--- src/rtl/prbs_delay_scan_ctrl_if.sv ---
// prbs_delay_scan_ctrl_if: config, demod stream and status bundle for the delay scan controller.
// PRBS_SCAN_TRACE_EN adds the per-step trace signals.
interface prbs_delay_scan_ctrl_if #(
   parameter int DATA_W = 14, ACC_W = 40, DWELL_W = 24, SETTLE_W = 16
);
   logic start, abort;
   logic [31:0] cfg_delay_min, cfg_delay_max, cfg_delay_step;
   logic [DWELL_W-1:0] cfg_dwell;
   logic [SETTLE_W-1:0] cfg_settle;
   logic signed [DATA_W-1:0] demod_tdata;
   logic demod_tvalid;
   logic [31:0] delay_out, best_delay;
   logic delay_load, busy, done, err;
   logic [ACC_W-1:0] best_mag;
`ifdef PRBS_SCAN_TRACE_EN
   logic trace_valid;
   logic [31:0] trace_delay;
   logic [ACC_W-1:0] trace_mag;
`endif
   modport master (
      output start, abort, cfg_delay_min, cfg_delay_max, cfg_delay_step, cfg_dwell, cfg_settle,
             demod_tdata, demod_tvalid,
      input delay_out, delay_load, busy, done, err, best_delay, best_mag
`ifdef PRBS_SCAN_TRACE_EN
      , input trace_valid, trace_delay, trace_mag
`endif
   );
   modport slave (
      input start, abort, cfg_delay_min, cfg_delay_max, cfg_delay_step, cfg_dwell, cfg_settle,
            demod_tdata, demod_tvalid,
      output delay_out, delay_load, busy, done, err, best_delay, best_mag
`ifdef PRBS_SCAN_TRACE_EN
      , output trace_valid, trace_delay, trace_mag
`endif
   );
endinterface

--- src/rtl/prbs_delay_scan_ctrl.sv ---
// prbs_delay_scan_ctrl: steps the PRBS demod delay, integrates |sum| per step and loads the best delay.
// PRBS_SCAN_TRACE_EN adds trace_valid/trace_delay/trace_mag reporting every compared step.
module prbs_delay_scan_ctrl #(
   parameter int DATA_W = 14, ACC_W = 40, DWELL_W = 24, SETTLE_W = 16
) (
   input logic clk,
   input logic rst,
   prbs_delay_scan_ctrl_if.slave bus
);
   typedef enum logic [2:0] {IDLE, LOAD, SETTLE, ACCUM, CMP, FINISH} state_t;
   localparam logic signed [ACC_W-1:0] ACC_MAX = {1'b0, {(ACC_W-1){1'b1}}};
   localparam logic signed [ACC_W-1:0] ACC_MIN = {1'b1, {(ACC_W-1){1'b0}}};
   state_t state, state_n;
   logic [31:0] cur, max_s, step_s;
   logic [DWELL_W-1:0] dwell_s, cnt;
   logic [SETTLE_W-1:0] settle_s, scnt;
   logic signed [ACC_W-1:0] acc, acc_n;
   logic [ACC_W:0] sum;
   logic [ACC_W-1:0] mag;
   logic [32:0] nxt;
   logic first, accept, cfg_bad, kill, last_smp, last_step;
   always_comb begin
      kill = bus.abort && state != IDLE;
      accept = state == IDLE && bus.start && !bus.abort;
      cfg_bad = bus.cfg_delay_step == '0 || bus.cfg_delay_min > bus.cfg_delay_max;
      sum = {acc[ACC_W-1], acc} + {{(ACC_W+1-DATA_W){bus.demod_tdata[DATA_W-1]}}, bus.demod_tdata};
      acc_n = sum[ACC_W] != sum[ACC_W-1] ? (sum[ACC_W] ? ACC_MIN : ACC_MAX) : sum[ACC_W-1:0];
      mag = acc == ACC_MIN ? ACC_MAX : acc[ACC_W-1] ? -acc : acc;
      nxt = {1'b0, cur} + {1'b0, step_s};
      last_smp = bus.demod_tvalid && (cnt == dwell_s - DWELL_W'(1) || dwell_s == '0);
      last_step = nxt[32] || nxt[31:0] > max_s;
      state_n = state;
      case (state)
         IDLE: state_n = accept && !cfg_bad ? LOAD : IDLE;
         LOAD: state_n = settle_s == '0 ? ACCUM : SETTLE;
         SETTLE: state_n = scnt == settle_s - SETTLE_W'(1) ? ACCUM : SETTLE;
         ACCUM: state_n = last_smp ? CMP : ACCUM;
         CMP: state_n = last_step ? FINISH : LOAD;
         default: state_n = IDLE;
      endcase
      if (kill) state_n = IDLE;
   end
   always_ff @(posedge clk or posedge rst)
      if (rst) state <= IDLE;
      else state <= state_n;
   assign bus.busy = state != IDLE;
   always_ff @(posedge clk or posedge rst) begin
      if (rst) begin
         {cur, max_s, step_s, dwell_s, settle_s, cnt, scnt, acc, first} <= '0;
         {bus.delay_out, bus.delay_load, bus.done, bus.err, bus.best_delay, bus.best_mag} <= '0;
      end else begin
         bus.delay_load <= 1'b0;
         bus.done <= 1'b0;
         if (!kill)
            case (state)
               IDLE: if (accept) begin
                  max_s <= bus.cfg_delay_max;
                  step_s <= bus.cfg_delay_step;
                  dwell_s <= bus.cfg_dwell;
                  settle_s <= bus.cfg_settle;
                  cur <= bus.cfg_delay_min;
                  bus.best_delay <= '0;
                  bus.best_mag <= '0;
                  first <= 1'b1;
                  bus.err <= cfg_bad;
                  bus.done <= cfg_bad;
               end
               LOAD: begin
                  bus.delay_out <= cur;
                  bus.delay_load <= 1'b1;
                  acc <= '0;
                  cnt <= '0;
                  scnt <= '0;
               end
               SETTLE: scnt <= scnt + SETTLE_W'(1);
               ACCUM: if (bus.demod_tvalid) begin
                  acc <= acc_n;
                  cnt <= cnt + DWELL_W'(1);
               end
               CMP: begin
                  // strict compare keeps the earlier delay on ties
                  if (first || mag > bus.best_mag) begin
                     bus.best_mag <= mag;
                     bus.best_delay <= cur;
                  end
                  first <= 1'b0;
                  if (!last_step) cur <= nxt[31:0];
               end
               FINISH: begin
                  bus.delay_out <= bus.best_delay;
                  bus.delay_load <= 1'b1;
                  bus.done <= 1'b1;
               end
               default: ;
            endcase
      end
   end
`ifdef PRBS_SCAN_TRACE_EN
   assign bus.trace_valid = state == CMP;
   assign bus.trace_delay = cur;
   assign bus.trace_mag = mag;
`endif
endmodule

--- src/flat_wrapper.sv ---
// flat-port wrapper written by rule: the top's interface ports become plain ports
module prbs_delay_scan_ctrl_flat 
#(
   parameter int DATA_W = 14, ACC_W = 40, DWELL_W = 24, SETTLE_W = 16
)
  (clk, rst, bus_start, bus_abort, bus_cfg_delay_min, bus_cfg_delay_max, bus_cfg_delay_step, bus_cfg_dwell, bus_cfg_settle, bus_demod_tdata, bus_demod_tvalid, bus_delay_out, bus_delay_load, bus_busy, bus_done, bus_err, bus_best_delay, bus_best_mag);
  prbs_delay_scan_ctrl_if #(.DATA_W(DATA_W), .ACC_W(ACC_W), .DWELL_W(DWELL_W), .SETTLE_W(SETTLE_W)) bus_i ();
  input logic clk;
  input logic rst;
  input wire logic [$bits(bus_i.start)-1:0] bus_start;
  input wire logic [$bits(bus_i.abort)-1:0] bus_abort;
  input wire logic [$bits(bus_i.cfg_delay_min)-1:0] bus_cfg_delay_min;
  input wire logic [$bits(bus_i.cfg_delay_max)-1:0] bus_cfg_delay_max;
  input wire logic [$bits(bus_i.cfg_delay_step)-1:0] bus_cfg_delay_step;
  input wire logic [$bits(bus_i.cfg_dwell)-1:0] bus_cfg_dwell;
  input wire logic [$bits(bus_i.cfg_settle)-1:0] bus_cfg_settle;
  input wire logic [$bits(bus_i.demod_tdata)-1:0] bus_demod_tdata;
  input wire logic [$bits(bus_i.demod_tvalid)-1:0] bus_demod_tvalid;
  output wire logic [$bits(bus_i.delay_out)-1:0] bus_delay_out;
  output wire logic [$bits(bus_i.delay_load)-1:0] bus_delay_load;
  output wire logic [$bits(bus_i.busy)-1:0] bus_busy;
  output wire logic [$bits(bus_i.done)-1:0] bus_done;
  output wire logic [$bits(bus_i.err)-1:0] bus_err;
  output wire logic [$bits(bus_i.best_delay)-1:0] bus_best_delay;
  output wire logic [$bits(bus_i.best_mag)-1:0] bus_best_mag;
  assign bus_i.start = bus_start;
  assign bus_i.abort = bus_abort;
  assign bus_i.cfg_delay_min = bus_cfg_delay_min;
  assign bus_i.cfg_delay_max = bus_cfg_delay_max;
  assign bus_i.cfg_delay_step = bus_cfg_delay_step;
  assign bus_i.cfg_dwell = bus_cfg_dwell;
  assign bus_i.cfg_settle = bus_cfg_settle;
  assign bus_i.demod_tdata = bus_demod_tdata;
  assign bus_i.demod_tvalid = bus_demod_tvalid;
  assign bus_delay_out = bus_i.delay_out;
  assign bus_delay_load = bus_i.delay_load;
  assign bus_busy = bus_i.busy;
  assign bus_done = bus_i.done;
  assign bus_err = bus_i.err;
  assign bus_best_delay = bus_i.best_delay;
  assign bus_best_mag = bus_i.best_mag;
  prbs_delay_scan_ctrl #(.DATA_W(DATA_W), .ACC_W(ACC_W), .DWELL_W(DWELL_W), .SETTLE_W(SETTLE_W)) u_core (.clk(clk), .rst(rst), .bus(bus_i));
endmodule
--- config.mk ---
export PLATFORM = sky130hd
export DESIGN_NAME = prbs_delay_scan_ctrl_flat
export DESIGN_NICKNAME = d
export VERILOG_FILES = /design/src/rtl/prbs_delay_scan_ctrl_if.sv /design/src/rtl/prbs_delay_scan_ctrl.sv /design/src/flat_wrapper.sv
export SDC_FILE = /design/constraint.sdc
export NUM_CORES = 1
export LEC_CHECK = 0
export CAP_MARGIN = 20
export CORE_UTILIZATION = 55
export CTS_BUF_LIST = sky130_fd_sc_hd__clkbuf_4 sky130_fd_sc_hd__clkbuf_8
export DETAILED_ROUTE_END_ITERATION = 8
export GPL_TIMING_DRIVEN = 0
export PLACE_DENSITY = 0.79
export SLEW_MARGIN = 20
export SYNTH_ARGS = -nofsm -noshare
export SYNTH_HDL_FRONTEND = slang
export SYNTH_SLANG_ARGS = --single-unit
--- constraint.sdc ---
create_clock -name clk -period 22 [get_ports clk]
set_input_delay 4.4 -clock clk [delete_from_list [all_inputs] [get_ports clk]]
set_output_delay 4.4 -clock clk [all_outputs]
set_load 0.1 [all_outputs]
==> key figures <==
Floorplanning
  • Die Y: between 200 and 250 µm
  • Initial Utilization: 0.561
  • Core Region: 40000 µm²
  • I/O pin count: 263
  • DIE WIDTH: 204 µm
  • Die footprint: approximately 42000 µm²
  • Std-Cell Rows: 73

CTS
  • Worst-path clk slew: ~0.06 ns
  • CTS resizes: 0
  • CTS H-tree lvls: 2
  • Post-CTS setup buffers: 0
  • CTS Buffer Depth: 3
  • Clock sinks: ~330
  • Clk Latency, worst-skew pair: 0.70 ns
  • CTS buffer count: between 50 and 60
  • CTS tree: yes
  • Clock root buffer: clkbuf_8
  • Cts hold-fix bufs: 0

Timing
  • Slew Viols, Final: 0
  • Rel. slew slack: 0.238
  • Hold Fails Final Rpt: 0
  • Unrepaired setup endpoints after global routing: false
  • Clock skew: between 0.03 and 0.04 ns
  • Least-Margin Pin Slew: around 1.1 ns
  • Setup-failing EPs final: 0
  • Tmin final: 7.81 ns
  • Period utilization: 0.355
  • Max Freq: 128 MHz
  • Setup TNS: 0 ns

Setup path
  • Worst Path Buf+Inv: 2
  • Startpoint types: input pin
  • Slowest-stage cell, CP: o2111ai_1
  • R2R Path End: u_core.cur[31]
  • Worst Path Max Fanout: 10
  • Critical path class: input pin to flop
  • R2R cell count: 20
  • Reg2Reg Launch Point: u_core.cur[0]
  • FF-to-FF setup slack: between 10 and 15 ns
  • Critical path endpoint category: flop
  • CP peak stage delay: 0.71 ns
  • Req. time, crit path: approximately 23 ns
  • Critical Path AT: roughly 8.4 ns
  • Worst path depth: 8
  • Worst setup path start: bus_abort
  • Top Family by Delay on Critical Path: simple AND/OR/NAND/NOR gates
  • Crit-path cells: clkbuf_1, nor2_1, nand3_1, o21ai_1, o2111ai_1, nand2_4, buf_1, mux2i_1
  • Setup crit end: u_core.bus.best_delay[30]

Synth
  • Post-synth top area cell: dfrtp_1
  • Mapped Avg Cell Area: approximately 9 µm²
  • Compound-Gate Fraction of Synth Area: 0.188
  • Syn Nets: 2883
  • Post-Syn Area: 22400 µm²
  • XOR/XNOR share of the synthesized area: 0.0683
  • Post-synth top area share: 0.365
  • Synthesized instance count: 2543
  • Synthesized flop and latch total: 327
  • Main synth FF type: dfrtp_1
  • Post-Synth Simple-Gate Area: 0.192
  • Synth Area in Adders: 0.104
  • Register area share after synthesis: 0.365
  • Library cells used by synthesis: 88
  • EDFF count, synth: 0
  • Yosys warns: 0
  • Mux cell area share after synthesis: 0.0316
  • Main area contributors after synthesis: dfrtp_1, ha_1, nand2_1, xor2_1, o21ai_0
  • Largest family of logic cells by synthesized area: simple AND/OR/NAND/NOR gates
  • Ys async rst share: 1.00

GRT
  • Antenna violations before repair: 2
  • Vias in the first global route: between 20000 and 25000
  • Aggregate global-route resource usage: 0.350
  • First-pass GRT wire length: about 110000 µm
  • GR Overflow Total: 0
  • Largest net degree at the start of global routing: approximately 100

Power
  • LEAKAGE: 12.8 nW
  • Peak supply drop: around 0.13 mV
  • Total power draw: 2.65 mW
  • PwrDens: ~98 nW/µm²
  • P_int: around 1.5 mW
  • Reg power frac: 0.303
  • Psw: between 1 and 1.5 mW
  • Sw Share: 0.442
  • Combinational Power Share: 0.468
  • Clock power frac: 0.230

Place
  • Final GP Congestion: around 0.95
  • Port Buffers: around 260
  • DP HPWL: between 50000 and 60000 µm

Flow run
  • Max-Cap Viols: 0

Drt
  • Detail Route Antenna Nets: 0
  • Vias: approximately 21000
  • 1st-iter DRT viols: 1452
  • WL/cell: between 20 and 25 µm
  • DRT Pass-1 Iters: 5
  • Routed wire length: between 70000 and 80000 µm
  • Vias per cell: roughly 6
  • Residual DRC: 0

Layout
  • Nets: around 3200
  • Layout area overhead: 20.4%
  • Fraction of layout cells with a size suffix above 1: 0.0805

Min path
  • Hold Crit Class: flop to flop

Run status
  • Run status: complete, no violations
[cell usage in the layout (no fill, tap or decap), types with 80 or more instances in the layout]
cell             instances
clkdlybuf4s50_1        260
clkbuf_1               106
o21ai_0                151
a21oi_1                114
dfrtp_1                327
nor2_1                 116
xnor2_1                 80
inv_1                  152
xor2_1                  95
ha_1                   183
nand2_1                415
[stage by stage]
| step | cells | setup slack, ns | utilization | hold WS [ns] | cell area [µm²] |
|---|---|---|---|---|---|
| after floorplan | 2543 | 8.55 | - | 0.452 | 22400 |
| after global placement | 3329 | 4.72 | 0.643 | 0.468 | 25700 |
| after detailed placement | 3332 | 12.88 | 0.645 | 0.470 | 25800 |
| after CTS | 3432 | 13.55 | 0.675 | 0.485 | 27000 |
| after global routing | 3432 | 14.07 | 0.675 | 0.507 | 27000 |
| final | 3434 | 14.19 | 0.675 | 0.486 | 27000 |
[cells by family after synthesis]
group / count (synthesis)
XOR/XNOR: 175
AO/OA/AOI/OAI: 609
AND/OR/NAND/NOR: 895
multiplexers: 69
buffers and inverters: 282
flip-flops: 327
adder cells (fa/ha/maj): 186
[cells in the mapped netlist (7+ instances only)]
library cell  count
and3_1           67
ha_1            183
xnor2_1          80
or2_2            10
nand2_1         415
nor2b_1          17
nor2_1          116
nand2b_1          8
a31oi_1          20
a221o_1          40
nand3_1          50
nor3_1           44
mux2_2           14
nor4_1           21
buf_2             8
or4_1             8
a21o_1           66
buf_1             9
o31ai_1          21
o21a_1           19
dfrtp_1         327
a31o_2           43
mux2i_1          55
o22ai_1           7
o21bai_1         12
or3_1            17
nand4_1          47
nand3b_1         36
xor2_1           95
o21ai_0         151
inv_1           153
and2_1            7
clkbuf_1        106
o221a_2          26
a211oi_1         19
a21oi_1         114
o211ai_1          8
[worst min path at each step]
| stage | startpoint | to | cells after the start |
|---|---|---|---|
| floorplan | u_core.max_s[0] | u_core.max_s[0] | 2 |
| global placement | u_core.step_s[12] | u_core.step_s[12] | 2 |
| detailed placement | u_core.step_s[12] | u_core.step_s[12] | 2 |
| CTS | u_core.step_s[12] | u_core.step_s[12] | 2 |
| global route | u_core.step_s[18] | u_core.step_s[18] | 2 |
| finish | u_core.step_s[12] | u_core.step_s[12] | 2 |
[final cells by class]
cell class	instances	area [µm²]
multi-input cells	1934	13100
inverters	153	582
repair buffers	264	2690
fillers	3322	13000
flip-flops and latches	327	8180
diodes	2	5.00
well taps	525	657
plain buffers	129	564
clock inverters	14	159
clock buffers	86	1050
[registers in the layout, summed over array words and instances (netlist names)]
| name | cells |
|---|---|
| u_core.bus.best_mag | 40 |
| u_core.bus.best_delay | 32 |
| u_core.bus.done | 1 |
| u_core.dwell_s | 24 |
| u_core.step_s | 32 |
| u_core.cnt | 24 |
| u_core.settle_s | 16 |
| u_core.state | 3 |
| u_core.first | 1 |
| u_core.max_s | 32 |
| u_core.bus.delay_load | 1 |
| u_core.scnt | 16 |
| u_core.cur | 32 |
| u_core.acc | 40 |
| u_core.bus.delay_out | 32 |
| u_core.bus.err | 1 |
[power by group through the flow]
stage / logic, mW / registers [mW] / clock network [mW]
finish: 1.24 / 0.803 / 0.610
global route: 1.34 / 0.810 / 0.643
CTS: 1.23 / 0.798 / 0.614
detailed placement: 1.22 / 0.806 / 0
global placement: 1.19 / 0.806 / 0
floorplan: 0.682 / 0.991 / 0
[worst min-delay path, stage by stage, from the launching register on]
cell,delay [ns]
dfrtp_1,0.35
nand2_1,0.05
nand2_1,0.06
[metal layers]
layer,GRT usage,wire length (µm)
met5,0,21
met4,0.143,2800
met3,0.0537,4840
met2,0.540,32000
met1,0.490,32400
(Power assumes the default switching activity.)
